==> config.mk <==
export PLATFORM = sky130hd
export DESIGN_NAME = jfpjc_frame_packager
export DESIGN_NICKNAME = d
export VERILOG_FILES = /design/src/rtl/jfpjc_frame_packager_pkg.sv /design/src/rtl/jfpjc_sync_fifo.sv /design/src/rtl/jfpjc_frame_packager.sv
export SDC_FILE = /design/constraint.sdc
export NUM_CORES = 1
export LEC_CHECK = 0
export CORE_AREA = 2 2 368 370
export DETAILED_ROUTE_END_ITERATION = 8
export DIE_AREA = 0 0 370 372
export PLACE_DENSITY = 0.4
export SYNTH_ARGS = -nofsm -noshare
export SYNTH_HDL_FRONTEND = slang
export SYNTH_SLANG_ARGS = --single-unit
==> constraint.sdc <==
create_clock -name clock -period 6.48 [get_ports clock]
set_input_delay 1.296 -clock clock [delete_from_list [all_inputs] [get_ports clock]]
set_output_delay 1.296 -clock clock [all_outputs]
set_load 0.05 [all_outputs]
==> src/rtl/jfpjc_frame_packager_pkg.sv <==
// ============================================================================
// Package : jfpjc_frame_packager_pkg
// Shared state encodings, JPEG marker bytes and COM tag helper for the packager.
// Revision: 1.0 - initial release
// ============================================================================
`default_nettype none

package jfpjc_frame_packager_pkg;

  typedef enum logic [2:0] {
    ST_IDLE    = 3'd0,
    ST_HEADER  = 3'd1,
    ST_COMMENT = 3'd2,
    ST_BODY    = 3'd3,
    ST_EOI0    = 3'd4,
    ST_EOI1    = 3'd5
  } state_t;

  localparam logic [7:0]  MARK_FF  = 8'hFF;
  localparam logic [7:0]  MARK_EOI = 8'hD9;
  localparam logic [7:0]  MARK_COM = 8'hFE;
  localparam logic [15:0] COM_LEN  = 16'h0004;
  localparam logic [2:0]  COM_LAST = 3'd5;

  // FIFO entry {eof_marker, byte}; the marker carries no payload.
  localparam logic [8:0]  FIFO_MARKER = 9'h100;

  function automatic logic [7:0] com_byte(input logic [2:0] idx, input logic [15:0] cnt);
    case (idx)
      3'd0:    com_byte = MARK_FF;
      3'd1:    com_byte = MARK_COM;
      3'd2:    com_byte = COM_LEN[15:8];
      3'd3:    com_byte = COM_LEN[7:0];
      3'd4:    com_byte = cnt[15:8];
      default: com_byte = cnt[7:0];
    endcase
  endfunction

endpackage

`default_nettype wire

==> src/rtl/jfpjc_sync_fifo.sv <==
// ============================================================================
// Module  : jfpjc_sync_fifo
// First-word-fall-through FIFO with two ordered write ports per cycle.
// Revision: 1.0 - initial release
// ============================================================================
`default_nettype none

module jfpjc_sync_fifo #(
  parameter int WIDTH = 9,
  parameter int DEPTH = 64
) (
  input  logic                     clock_i,
  input  logic                     nreset_i,
  input  logic                     wr0_en_i,
  input  logic [WIDTH-1:0]         wr0_data_i,
  input  logic                     wr1_en_i,
  input  logic [WIDTH-1:0]         wr1_data_i,
  input  logic                     rd_en_i,
  output logic [WIDTH-1:0]         rd_data_o,
  output logic                     empty_o,
  output logic                     full_o,
  output logic [$clog2(DEPTH):0]   count_o
);

  localparam int AW = $clog2(DEPTH);

  logic [WIDTH-1:0] mem_q [DEPTH];
  logic [AW-1:0]    wr_ptr_q, rd_ptr_q;
  logic [AW:0]      count_q;
  logic [AW-1:0]    w_wr_ptr1;

  assign w_wr_ptr1 = wr_ptr_q + AW'(1);

  // wr1 is only ever used together with wr0 and lands in the following slot.
  always_ff @(posedge clock_i) begin
    if (wr0_en_i) mem_q[wr_ptr_q]  <= wr0_data_i;
    if (wr1_en_i) mem_q[w_wr_ptr1] <= wr1_data_i;
  end

  always_ff @(posedge clock_i or negedge nreset_i) begin
    if (!nreset_i) begin
      wr_ptr_q <= '0;
      rd_ptr_q <= '0;
      count_q  <= '0;
    end else begin
      if (wr1_en_i)      wr_ptr_q <= wr_ptr_q + AW'(2);
      else if (wr0_en_i) wr_ptr_q <= w_wr_ptr1;
      if (rd_en_i)       rd_ptr_q <= rd_ptr_q + AW'(1);
      count_q <= count_q + (AW+1)'(wr0_en_i) + (AW+1)'(wr1_en_i) - (AW+1)'(rd_en_i);
    end
  end

  assign rd_data_o = mem_q[rd_ptr_q];
  assign empty_o   = (count_q == '0);
  assign full_o    = (count_q == (AW+1)'(DEPTH));
  assign count_o   = count_q;

endmodule

`default_nettype wire

==> src/rtl/jfpjc_frame_packager.sv <==
// ============================================================================
// Module  : jfpjc_frame_packager
// Wraps jfpjc scan bytes into JPEG files: header EBR, optional COM tag, scan, FF D9.
// Optional feature macro: JFPJC_FRAME_COMMENT_EN (adds a COM segment with frame count).
// Revision: 1.0 - initial release
// ============================================================================
`default_nettype none

module jfpjc_frame_packager
  import jfpjc_frame_packager_pkg::*;
#(
  parameter int HDR_LEN     = 328,
  parameter int FIFO_DEPTH  = 64,
  parameter int FRAME_LEN_W = 17
) (
  input  logic                        clock,
  input  logic                        nreset,
  input  logic                        in_valid,
  input  logic [7:0]                  in_data,
  input  logic                        vsync,
  output logic [$clog2(HDR_LEN)-1:0]  hdr_addr,
  input  logic [7:0]                  hdr_data,
  output logic                        out_valid,
  input  logic                        out_ready,
  output logic [7:0]                  out_data,
  output logic                        out_sof,
  output logic                        out_eof,
  output logic [FRAME_LEN_W-1:0]      frame_len,
  output logic [15:0]                 frame_count,
  output logic                        overflow
);

  localparam int AW = $clog2(HDR_LEN);
  localparam int CW = $clog2(FIFO_DEPTH) + 1;
  localparam logic [AW:0]            HDR_END  = (AW+1)'(HDR_LEN);
  localparam logic [AW-1:0]          HDR_LAST = AW'(HDR_LEN - 1);
  localparam logic [FRAME_LEN_W-1:0] LEN_MAX  = '1;

  state_t                  state_q;
  logic                    vsync_prev_q, marker_pending_q, marker_pending_d;
  logic                    overflow_q, overflow_d;
  logic [AW:0]             iss_q;
  logic [AW-1:0]           hcnt_q;
  logic                    rd_v_q, pf_v_q;
  logic [7:0]              pf_q;
  logic                    out_valid_q, out_sof_q, out_eof_q;
  logic [7:0]              out_data_q;
  logic [FRAME_LEN_W-1:0]  byte_cnt_q, frame_len_q;
  logic [15:0]             frame_count_q;
`ifdef JFPJC_FRAME_COMMENT_EN
  logic [2:0]              com_idx_q;
`endif

  logic                    w_fifo_wr0, w_fifo_wr1, w_fifo_empty, w_fifo_full;
  logic [8:0]              w_fifo_din0, w_fifo_din1, w_fifo_dout;
  logic [CW-1:0]           w_fifo_count;
  logic [CW:0]             w_free;
  logic                    w_pop, w_room1, w_room2, w_edge, w_is_mark;
  logic                    w_a_v, w_b_v, w_push_a, w_push_b, w_byte_ok, w_mark_ok;
  logic [8:0]              w_a_d, w_b_d;
  logic                    w_ld_ok, w_hdr_av, w_hdr_take, w_issue;
  logic [7:0]              w_hdr_byte;

  jfpjc_sync_fifo #(.WIDTH(9), .DEPTH(FIFO_DEPTH)) u_fifo (
    .clock_i    (clock),
    .nreset_i   (nreset),
    .wr0_en_i   (w_fifo_wr0),
    .wr0_data_i (w_fifo_din0),
    .wr1_en_i   (w_fifo_wr1),
    .wr1_data_i (w_fifo_din1),
    .rd_en_i    (w_pop),
    .rd_data_o  (w_fifo_dout),
    .empty_o    (w_fifo_empty),
    .full_o     (w_fifo_full),
    .count_o    (w_fifo_count)
  );

  assign w_ld_ok    = !out_valid_q || out_ready;
  assign w_is_mark  = w_fifo_dout[8];
  assign w_pop      = (state_q == ST_BODY) && !w_fifo_empty && (w_is_mark || w_ld_ok);
  assign w_free     = (CW+1)'(FIFO_DEPTH) - (CW+1)'(w_fifo_count) + (CW+1)'(w_pop);
  assign w_room1    = !w_fifo_full || w_pop;
  assign w_room2    = (w_free >= (CW+1)'(2));

  // Header prefetch: prefetch and in-flight read are never both occupied, so a
  // new read is issued only when this cycle leaves both empty.
  assign w_hdr_av   = pf_v_q || rd_v_q;
  assign w_hdr_byte = pf_v_q ? pf_q : hdr_data;
  assign w_hdr_take = (state_q == ST_HEADER) && w_hdr_av && w_ld_ok;
  assign w_issue    = (state_q == ST_HEADER) && (iss_q < HDR_END) && (!w_hdr_av || w_hdr_take);

  // Two ordered slots per cycle: a pending marker precedes the new byte, while a
  // byte coincident with the vsync edge precedes that edge's marker.
  always_comb begin
    w_edge = vsync && !vsync_prev_q;
    if (marker_pending_q) begin
      w_a_v = 1'b1;     w_a_d = FIFO_MARKER;
      w_b_v = in_valid; w_b_d = {1'b0, in_data};
    end else begin
      w_a_v = in_valid; w_a_d = {1'b0, in_data};
      w_b_v = w_edge;   w_b_d = FIFO_MARKER;
    end
    w_push_a         = w_a_v && w_room1;
    w_push_b         = w_b_v && (w_a_v ? w_room2 : w_room1);
    w_fifo_wr0       = w_push_a || w_push_b;
    w_fifo_din0      = w_a_v ? w_a_d : w_b_d;
    w_fifo_wr1       = w_push_a && w_push_b;
    w_fifo_din1      = w_b_d;
    w_byte_ok        = marker_pending_q ? w_push_b : w_push_a;
    w_mark_ok        = marker_pending_q ? w_push_a : w_push_b;
    marker_pending_d = (marker_pending_q || w_edge) && !w_mark_ok;
    overflow_d       = overflow_q || (in_valid && !w_byte_ok);
  end

  always_ff @(posedge clock or negedge nreset) begin
    if (!nreset) begin
      vsync_prev_q     <= 1'b0;
      marker_pending_q <= 1'b0;
      overflow_q       <= 1'b0;
    end else begin
      vsync_prev_q     <= vsync;
      marker_pending_q <= marker_pending_d;
      overflow_q       <= overflow_d;
    end
  end

  always_ff @(posedge clock or negedge nreset) begin
    if (!nreset) begin
      state_q       <= ST_IDLE;
      iss_q         <= '0;
      hcnt_q        <= '0;
      rd_v_q        <= 1'b0;
      pf_v_q        <= 1'b0;
      pf_q          <= '0;
      out_valid_q   <= 1'b0;
      out_sof_q     <= 1'b0;
      out_eof_q     <= 1'b0;
      out_data_q    <= '0;
      byte_cnt_q    <= '0;
      frame_len_q   <= '0;
      frame_count_q <= '0;
`ifdef JFPJC_FRAME_COMMENT_EN
      com_idx_q     <= '0;
`endif
    end else begin
      rd_v_q <= w_issue;
      if (w_issue) iss_q <= iss_q + 1'b1;
      if (w_hdr_take && pf_v_q) begin
        pf_v_q <= rd_v_q;
        pf_q   <= hdr_data;
      end else if (!w_hdr_take && rd_v_q) begin
        pf_v_q <= 1'b1;
        pf_q   <= hdr_data;
      end

      if (w_ld_ok) begin
        out_valid_q <= 1'b0;
        out_sof_q   <= 1'b0;
        out_eof_q   <= 1'b0;
      end
      if (out_valid_q && out_ready && byte_cnt_q != LEN_MAX) byte_cnt_q <= byte_cnt_q + 1'b1;

      case (state_q)
        ST_IDLE: begin
          if (!w_fifo_empty) begin
            state_q    <= ST_HEADER;
            iss_q      <= '0;
            hcnt_q     <= '0;
            byte_cnt_q <= '0;
          end
        end
        ST_HEADER: begin
          if (w_hdr_take) begin
            out_valid_q <= 1'b1;
            out_data_q  <= w_hdr_byte;
            out_sof_q   <= (hcnt_q == '0);
            hcnt_q      <= hcnt_q + 1'b1;
            if (hcnt_q == HDR_LAST) begin
`ifdef JFPJC_FRAME_COMMENT_EN
              state_q   <= ST_COMMENT;
              com_idx_q <= '0;
`else
              state_q   <= ST_BODY;
`endif
            end
          end
        end
`ifdef JFPJC_FRAME_COMMENT_EN
        ST_COMMENT: begin
          if (w_ld_ok) begin
            out_valid_q <= 1'b1;
            out_data_q  <= com_byte(com_idx_q, frame_count_q);
            com_idx_q   <= com_idx_q + 1'b1;
            if (com_idx_q == COM_LAST) state_q <= ST_BODY;
          end
        end
`endif
        ST_BODY: begin
          if (w_pop) begin
            if (w_is_mark) begin
              state_q <= ST_EOI0;
            end else begin
              out_valid_q <= 1'b1;
              out_data_q  <= w_fifo_dout[7:0];
            end
          end
        end
        ST_EOI0: begin
          if (w_ld_ok) begin
            out_valid_q <= 1'b1;
            out_data_q  <= MARK_FF;
            state_q     <= ST_EOI1;
          end
        end
        ST_EOI1: begin
          // Stay here until D9 is taken so the next frame cannot clear the counter early.
          if (out_valid_q && out_eof_q && out_ready) begin
            state_q       <= ST_IDLE;
            frame_len_q   <= (byte_cnt_q == LEN_MAX) ? LEN_MAX : byte_cnt_q + 1'b1;
            frame_count_q <= frame_count_q + 16'd1;
          end else if (!out_eof_q && w_ld_ok) begin
            out_valid_q <= 1'b1;
            out_data_q  <= MARK_EOI;
            out_eof_q   <= 1'b1;
          end
        end
        default: state_q <= ST_IDLE;
      endcase
    end
  end

  assign hdr_addr    = iss_q[AW-1:0];
  assign out_valid   = out_valid_q;
  assign out_data    = out_data_q;
  assign out_sof     = out_sof_q;
  assign out_eof     = out_eof_q;
  assign frame_len   = frame_len_q;
  assign frame_count = frame_count_q;
  assign overflow    = overflow_q;

endmodule

`default_nettype wire
==> results of run 1 <==
[logic make-up after synthesis]
logic type / Yosys count / share of synthesized area [%]
XOR/XNOR: 72 / 1.90
AND/OR/NAND/NOR: 857 / 14.6
adder cells (fa/ha/maj): 33 / 1.28
buffers and inverters: 200 / 2.69
AO/OA/AOI/OAI: 196 / 3.72
multiplexers: 273 / 15.0
flip-flops: 691 / 60.9
[critical path, stage by stage (launching register included)]
cell	delay [ps]
dfrtp_4	660
mux4_2	410
mux2i_1	80
a221oi_1	430
a22oi_1	210
buf_4	240
a21oi_2	180
inv_1	60
ha_1	210
inv_1	60
ha_1	180
nand3_1	100
nor2_1	130
nor4_1	80
a31o_2	230
a31oi_1	250
ha_1	240
inv_1	70
ha_1	270
inv_1	50
fa_1	430
fa_1	440
nor2b_1	150
o21a_1	180
o21bai_1	140
a21oi_1	90
nor2_1	130
xnor2_1	130
[cells in the mapped netlist, types with 5 or more instances]
cell type / n / area share (%)
a211oi_1: 14 / 0.32
a21oi_1: 36 / 0.54
a22oi_1: 6 / 0.14
a31oi_1: 6 / 0.11
and2_1: 9 / 0.17
and3_1: 12 / 0.23
buf_1: 31 / 0.35
buf_2: 8 / 0.12
buf_4: 13 / 0.29
buf_6: 7 / 0.24
clkbuf_1: 111 / 1.3
dfrtp_1: 115 / 8.7
edfxtp_1: 576 / 52
ha_1: 30 / 1.1
inv_1: 28 / 0.32
mux2_2: 24 / 0.82
mux2i_1: 75 / 2.3
mux4_1: 6 / 0.48
mux4_2: 167 / 11
nand2_1: 80 / 0.91
nand3_1: 30 / 0.45
nand3b_1: 7 / 0.16
nand4_1: 10 / 0.19
nor2_1: 132 / 1.5
nor2b_1: 529 / 10
nor3_1: 13 / 0.20
nor4_1: 5 / 0.094
o21ai_0: 31 / 0.47
o22ai_1: 71 / 1.3
or3_1: 12 / 0.23
xnor2_1: 37 / 0.98
xor2_1: 35 / 0.93
[cell type report]
class	instances	share of cell area [%]
flip-flops and latches	691	51.4
multi-input cells	1431	30.7
well taps	1781	5.67
clock buffers	99	5.51
repair buffers	257	5.31
clock inverters	48	1.13
inverters	28	0.267
diodes	1	0.00637
[stage by stage]
stage | power [mW] | cells
detailed placement | 11.4 | 4184
global route | 16.6 | 4335
finish | 15.8 | 4336
global placement | 11.3 | 4184
CTS | 16.0 | 4331
floorplan | 9.37 | 2322
[how the worst min path moves through the flow]
stage / startpoint / endpoint / slack (ps) / cells after the start
global route: frame_count[15] / frame_count[15] / 500 / 1
global placement: frame_count[15] / frame_count[15] / 460 / 1
floorplan: iss_q[9] / iss_q[9] / 460 / 1
detailed placement: frame_count[15] / frame_count[15] / 460 / 1
CTS: frame_count[15] / frame_count[15] / 470 / 1
finish: frame_count[15] / frame_count[15] / 470 / 1
[registers in the layout, indices dropped and copies added, names as in the netlist, 3 cells and up]
register,cells
byte_cnt_q,17
frame_count,16
frame_len,17
hcnt_q,9
iss_q,10
out_data,8
pf_q,8
state_q,3
u_fifo.count_o,7
u_fifo.mem_q,576
u_fifo.rd_ptr_q,6
u_fifo.wr_ptr_q,6
[layer usage]
| layer | global-route usage (%) | vias to the layer above | share of wire (%) |
|---|---|---|---|
| li1 | - | 8930 | - |
| met1 | 19.4 | 10200 | 46 |
| met2 | 23.8 | 412 | 48 |
| met3 | 2.25 | 120 | 3.7 |
| met4 | 3.60 | 0 | 2.0 |
| met5 | 0 | - | 0 |
[placed cells by master, fill, tap and decap left out, types with 36 or more instances in the layout]
cell             synthesis  routed
nor2b_1                529     528
a21oi_1                 36      36
nor2_1                 132     132
o22ai_1                 71      71
edfxtp_1               576     576
mux2i_1                 75      75
buf_4                   13     183
nand2_1                 80      80
clkbuf_16                0      82
mux4_2                 167     167
dfrtp_1                115     110
xnor2_1                 37      37
clkdlybuf4s50_1          0      65
[power breakdown]
group | total, mW | internal (mW) | leakage [nW] | switching [mW]
clock | 4.58 | 2.66 | 1.29 | 1.92
combinational | 5.50 | 2.26 | 5.02 | 3.24
sequential | 5.74 | 5.34 | 6.75 | 0.404
==> impl_metrics.env, run 1 <==
export IMPL_start_kind="flip-flop"
export IMPL_slew_viol_final=0
export IMPL_fp_dieH_um=372
export IMPL_synthArstFlopShare_pct=16.6
export IMPL_ys_flop_type="edfxtp_1"
export IMPL_hpwl_mm=65.1
export IMPL_required_ps=7090
export IMPL_vias_per_cell=4.54
export IMPL_wl_per_cell_um=22.7
export IMPL_avgSynthCellArea_um2=14.3
export IMPL_areaGrowthSynthToFinish_pct=18.6
export IMPL_rrSetupSlack_ps=540
export IMPL_whs_ps=467
export IMPL_hold_viol_final=0
export IMPL_setup_tns_ps=0
export IMPL_synth_nets=2375
export IMPL_numCtsBuffers=81
export IMPL_tightest_slew_ps=1110
export IMPL_r2r_end="u_fifo.count_o[6]"
export IMPL_clockRootBuffer="clkbuf_16"
export IMPL_nets=2543
export IMPL_multi_input_area_um2=12100
export IMPL_endpoint_kind="flip-flop"
export IMPL_critPathCapture="u_fifo.count_o[6]"
export IMPL_cts_repair_resize_count=0
export IMPL_yosys_warnings=0
export IMPL_reg2reg_from="u_fifo.rd_ptr_q[1]"
export IMPL_start_util_pct=24.7
export IMPL_relSlewSlack_pct=25.7
export IMPL_cts_buffer_depth=3
export IMPL_cts_hold_fix_buffers=0
export IMPL_maxCapViolCount=0
export IMPL_clk_pin_slew_ps=60
export IMPL_peakVddDrop_mv=0.248
export IMPL_antenna_left=0
export IMPL_n_fill_cell=13500
export IMPL_drc_errors=0
export IMPL_fin_ws_ps=543
export IMPL_hp_class="flip-flop to flip-flop"
export IMPL_io_buffers=74
export IMPL_placed_area_um2=36600
export IMPL_synth_edff_count=576
export IMPL_clk_latency_ps=690
export IMPL_drive_gt1_share_pct=20.1
export IMPL_dr_pass1_iters=5
export IMPL_final_core_util_pct=29.3
export IMPL_core_um2=134000
export IMPL_die_area_um2=138000
export IMPL_grtUsageTotal_pct=14.3
export IMPL_fp_dieW_um=370
export IMPL_worstPathArrival_ps=6540
export IMPL_reg2reg_depth=27
export IMPL_p_leak_nw=13.0
export IMPL_outcome="completed"
export IMPL_cts_tree="built"
export IMPL_post_route_min_period_ps=5940
export IMPL_antenna_found_initial=3
export IMPL_ys_seq_elements=691
export IMPL_ys_seq_area_share_pct=60.9
export IMPL_critPathKind="flip-flop to flip-flop"
export IMPL_grt_max_degree=74
export IMPL_wirelength_mm=98.4
export IMPL_io_pins=75
export IMPL_place_congestion=0.797
export IMPL_fin_skew_ps=30.5
export IMPL_cts_sinks=691
export IMPL_finalInstanceArea_um2=39300
export IMPL_syn_inst=2322
export IMPL_crit_fanout=21
export IMPL_grt_pass1_wl_mm=144
export IMPL_synth_cell_types=67
export IMPL_place_ws_ps=534
export IMPL_drtIter0Drc=1352
export IMPL_grt_pass1_vias=20400
export IMPL_routed_via_count=19700
export IMPL_worstSetupStartpoint="u_fifo.rd_ptr_q[1]"
export IMPL_setup_viol=0
export IMPL_rows=135
export IMPL_htree_levels=3
export IMPL_layout_area_seq_um2=20200
export IMPL_fin_crit_sh_pct=91.6
export IMPL_fmax_mhz=168
export IMPL_grt_overflow_total=0
export IMPL_rsz0062_at_grt="no"
export IMPL_netlist_area_um2=33100
export IMPL_powerDensity_nw_per_um2=403
export IMPL_cts_setup_buffers=0
Power figures use the tool's default switching activity.
==> run 2: changes to the inputs <==
--- a/config.mk
+++ b/config.mk
@@ -9,6 +9,7 @@
 export DETAILED_ROUTE_END_ITERATION = 8
 export DIE_AREA = 0 0 370 372
 export PLACE_DENSITY = 0.4
+export SLEW_MARGIN = 20
 export SYNTH_ARGS = -nofsm -noshare
 export SYNTH_HDL_FRONTEND = slang
 export SYNTH_SLANG_ARGS = --single-unit
==> results of run 2 <==
The final DEF is identical to that of run 1; final timing and power are the same.
==> run 3: changes to the inputs <==
--- a/config.mk
+++ b/config.mk
@@ -5,11 +5,14 @@
 export SDC_FILE = /design/constraint.sdc
 export NUM_CORES = 1
 export LEC_CHECK = 0
-export CORE_AREA = 2 2 368 370
+export CORE_AREA = 2 2 385 387
+export CTS_CLUSTER_SIZE = 28
 export DETAILED_ROUTE_END_ITERATION = 8
-export DIE_AREA = 0 0 370 372
+export DIE_AREA = 0 0 387 389
+export GPL_ROUTABILITY_DRIVEN = 1
 export PLACE_DENSITY = 0.4
 export SLEW_MARGIN = 20
 export SYNTH_ARGS = -nofsm -noshare
 export SYNTH_HDL_FRONTEND = slang
+export SYNTH_HIERARCHICAL = 1
 export SYNTH_SLANG_ARGS = --single-unit
==> run 3 against run 2 <==
  * Sequential cell count unchanged
  * Clock power up 2%
  * Clock skew up 11 ps
  * Critical endpoint is now u_fifo/mem_q[16][3]
  * Highest routed layer unchanged
==> impl_metrics.env, run 3 <==
export IMPL_place_congestion=0.857
export IMPL_maxCapViolCount=0
export IMPL_grt_max_degree=66
export IMPL_top_register="u_fifo/mem_q"
export IMPL_cts_sinks=691
export IMPL_reg2reg_from="u_fifo/rd_ptr_q[0]"
export IMPL_areaGrowthSynthToFinish_pct=16.1
export IMPL_grt_pass1_vias=23700
export IMPL_crit_path_top_delay_cell="nand2_1"
export IMPL_rrSetupSlack_ps=380
export IMPL_cts_tree="built"
export IMPL_fp_dieH_um=389
export IMPL_slew_viol_final=0
export IMPL_ys_seq_area_share_pct=55.3
export IMPL_setup_viol=0
export IMPL_rows=141
export IMPL_cts_hold_fix_buffers=0
export IMPL_clockRootBuffer="clkbuf_16"
export IMPL_required_ps=6850
export IMPL_peakVddDrop_mv=0.208
export IMPL_setup_tns_ps=0
export IMPL_worstSetupStartpoint="u_fifo/rd_ptr_q[0]"
export IMPL_powerDensity_nw_per_um2=294
export IMPL_crit_top_cell="inv_1"
export IMPL_cts_repair_resize_count=0
export IMPL_ys_seq_elements=691
export IMPL_grt_pass1_wl_mm=178
export IMPL_synth_cell_types=76
export IMPL_avgSynthCellArea_um2=14.1
export IMPL_start_kind="flip-flop"
export IMPL_synth_most_common_cell="mux2_2"
export IMPL_post_route_min_period_ps=6100
export IMPL_core_um2=147000
export IMPL_fmax_mhz=164
export IMPL_crit_fanout=36
export IMPL_wl_per_cell_um=26.4
export IMPL_numCtsBuffers=87
export IMPL_hp_class="flip-flop to flip-flop"
export IMPL_relSlewSlack_pct=22.7
export IMPL_ys_top_cells_by_area="edfxtp_1 47%, mux2_2 19%, dfrtp_1 7.9%"
export IMPL_drc_errors=0
export IMPL_cts_setup_buffers=0
export IMPL_outcome="completed"
export IMPL_syn_inst=2585
export IMPL_ys_flop_type="edfxtp_1"
export IMPL_dr_pass1_iters=5
export IMPL_cpPeakStageDelay_ps=660
export IMPL_cp_cell_sequence="buf_12 -> mux4_2 -> o21ai_0 -> a22oi_1 -> mux2_2 -> inv_1 -> a211oi_2 -> inv_1 -> ha_1 -> inv_1 -> ha_1 -> nand2b_1 -> o22ai_1 -> and3b_1 -> o21ai_0 -> inv_1 -> nor2_1 -> nand2_1 -> o22ai_1 -> buf_4"
export IMPL_antenna_left=0
export IMPL_fin_skew_ps=41.9
export IMPL_nets=2698
export IMPL_die_area_um2=151000
export IMPL_synthTopCellsByCount="603 x mux2_2, 576 x edfxtp_1, 145 x clkbuf_1, 145 x mux2i_1, 115 x dfrtp_1"
export IMPL_layout_commonest_cell="mux2_2"
export IMPL_whs_ps=486
export IMPL_drive_gt1_share_pct=38.4
export IMPL_antenna_found_initial=8
export IMPL_clk_pin_slew_ps=60
export IMPL_endpoint_kind="flip-flop"
export IMPL_grtUsageTotal_pct=16.1
export IMPL_critPathKind="flip-flop to flip-flop"
export IMPL_synthArstFlopShare_pct=16.6
export IMPL_start_util_pct=24.9
export IMPL_cts_buffer_depth=3
export IMPL_yosys_warnings=6
export IMPL_drtIter0Drc=2065
export IMPL_io_buffers=74
export IMPL_hold_viol_final=0
export IMPL_wirelength_mm=123
export IMPL_synth_nets=2633
export IMPL_netlist_area_um2=36500
export IMPL_worstPathArrival_ps=6470
export IMPL_fp_dieW_um=387
export IMPL_yosys_area_top_type="edfxtp_1"
export IMPL_tightest_slew_ps=1160
export IMPL_rsz0062_at_grt="no"
export IMPL_largest_register_ffs=576
export IMPL_htree_levels=3
export IMPL_critPathCapture="u_fifo/mem_q[16][3]"
export IMPL_synth_top_area_share_pct=47.4
export IMPL_reg2reg_depth=20
export IMPL_p_leak_nw=15.7
export IMPL_routed_via_count=22900
export IMPL_grt_overflow_total=0
export IMPL_r2r_end="u_fifo/mem_q[16][3]"
export IMPL_vias_per_cell=4.93
export IMPL_synth_edff_count=576
export IMPL_fin_crit_sh_pct=94.1
export IMPL_clk_latency_ps=700
export IMPL_io_pins=75
export IMPL_mostFrequentLayoutCells="603 x mux2_2, 576 x edfxtp_1, 145 x mux2i_1"
export IMPL_hpwl_mm=80.8
## run 3: changes by cell type after synthesis, moves of 26 or more
| cell | previous run | this run |
|---|---|---|
| o22ai_1 | 71 | 44 |
| o21ai_0 | 31 | 102 |
| mux4_2 | 167 | 75 |
| nor2b_1 | 529 | 9 |
| mux2_2 | 24 | 603 |
| a221oi_1 | 4 | 34 |
| mux2i_1 | 75 | 145 |
| buf_2 | 8 | 41 |
| clkbuf_1 | 111 | 145 |
| nor2_2 | 0 | 26 |
| nor2_1 | 132 | 69 |
## run 3: kinds of logic (layout without fill, tap and decap cells)
logic type | Yosys count | count (layout) | share of synthesized area, %
AND/OR/NAND/NOR | 389 | 389 | 5.94
flip-flops | 691 | 691 | 55.3
multiplexers | 824 | 824 | 27.3
XOR/XNOR | 77 | 77 | 1.85
adder cells (fa/ha/maj) | 28 | 28 | 0.995
buffers and inverters | 269 | 400 | 3.20
AO/OA/AOI/OAI | 307 | 307 | 5.42
other | 0 | 2 | 0
## run 3: how the worst min path moves through the flow
stage	startpoint	to	slack, ps	depth (start not counted)
final	frame_len[16]	frame_len[16]	490	2
after global routing	out_data[0]	out_data[0]	510	1
after CTS	frame_len[16]	frame_len[16]	490	2
after detailed placement	frame_len[16]	frame_len[16]	470	2
after global placement	frame_count[15]	frame_count[15]	460	1
after floorplan	pf_q[1]	pf_q[1]	470	1
## run 3: report_power, final
group	switching (mW)	internal (mW)	leakage, nW	total (mW)
registers	0.271	5.23	6.75	5.51
logic	1.47	0.813	7.63	2.29
clock network	1.95	2.71	1.30	4.66
## run 3: layout make-up
class | count | area (um2)
fill | 14700 | 104000
multi-input combinational | 1625 | 15200
timing repair buffer | 211 | 1780
sequential | 691 | 20200
tap | 1930 | 2410
antenna | 2 | 5.00
clock inverter | 31 | 240
clock buffer | 124 | 2430
inverter | 34 | 128
## run 3: layer usage
| layer | track usage [%] | wire [um] | up-vias |
|---|---|---|---|
| met5 | 0 | 0 | - |
| met4 | 4.14 | 2850 | 0 |
| met3 | 2.41 | 5660 | 158 |
| met2 | 26.0 | 57100 | 628 |
| met1 | 22.6 | 57200 | 12000 |
| li1 | - | - | 10100 |
## run 3: stage by stage
step	std cells	total power, mW	util [%]	setup slack [ps]	instance area [um2]
2_1_floorplan	2585	7.09	-	758	36500
3_3_place_gp	4491	7.85	27.1	289	39700
3_5_place_dp	4491	7.88	27.1	353	39700
4_1_cts	4646	12.6	28.9	350	42300
5_1_grt	4646	13.0	28.9	103	42300
6_report	4648	12.5	28.9	381	42300
## run 3: critical path, delay by kind of cell (launching register included)
kind / cells / cell delay (ps)
AOI/OAI and AO/OA: 6 / 1390
buffers and inverters: 6 / 1040
and+or+nand+nor: 4 / 1310
adders and majority gates: 2 / 380
DFF: 1 / 610
muxes: 2 / 1000
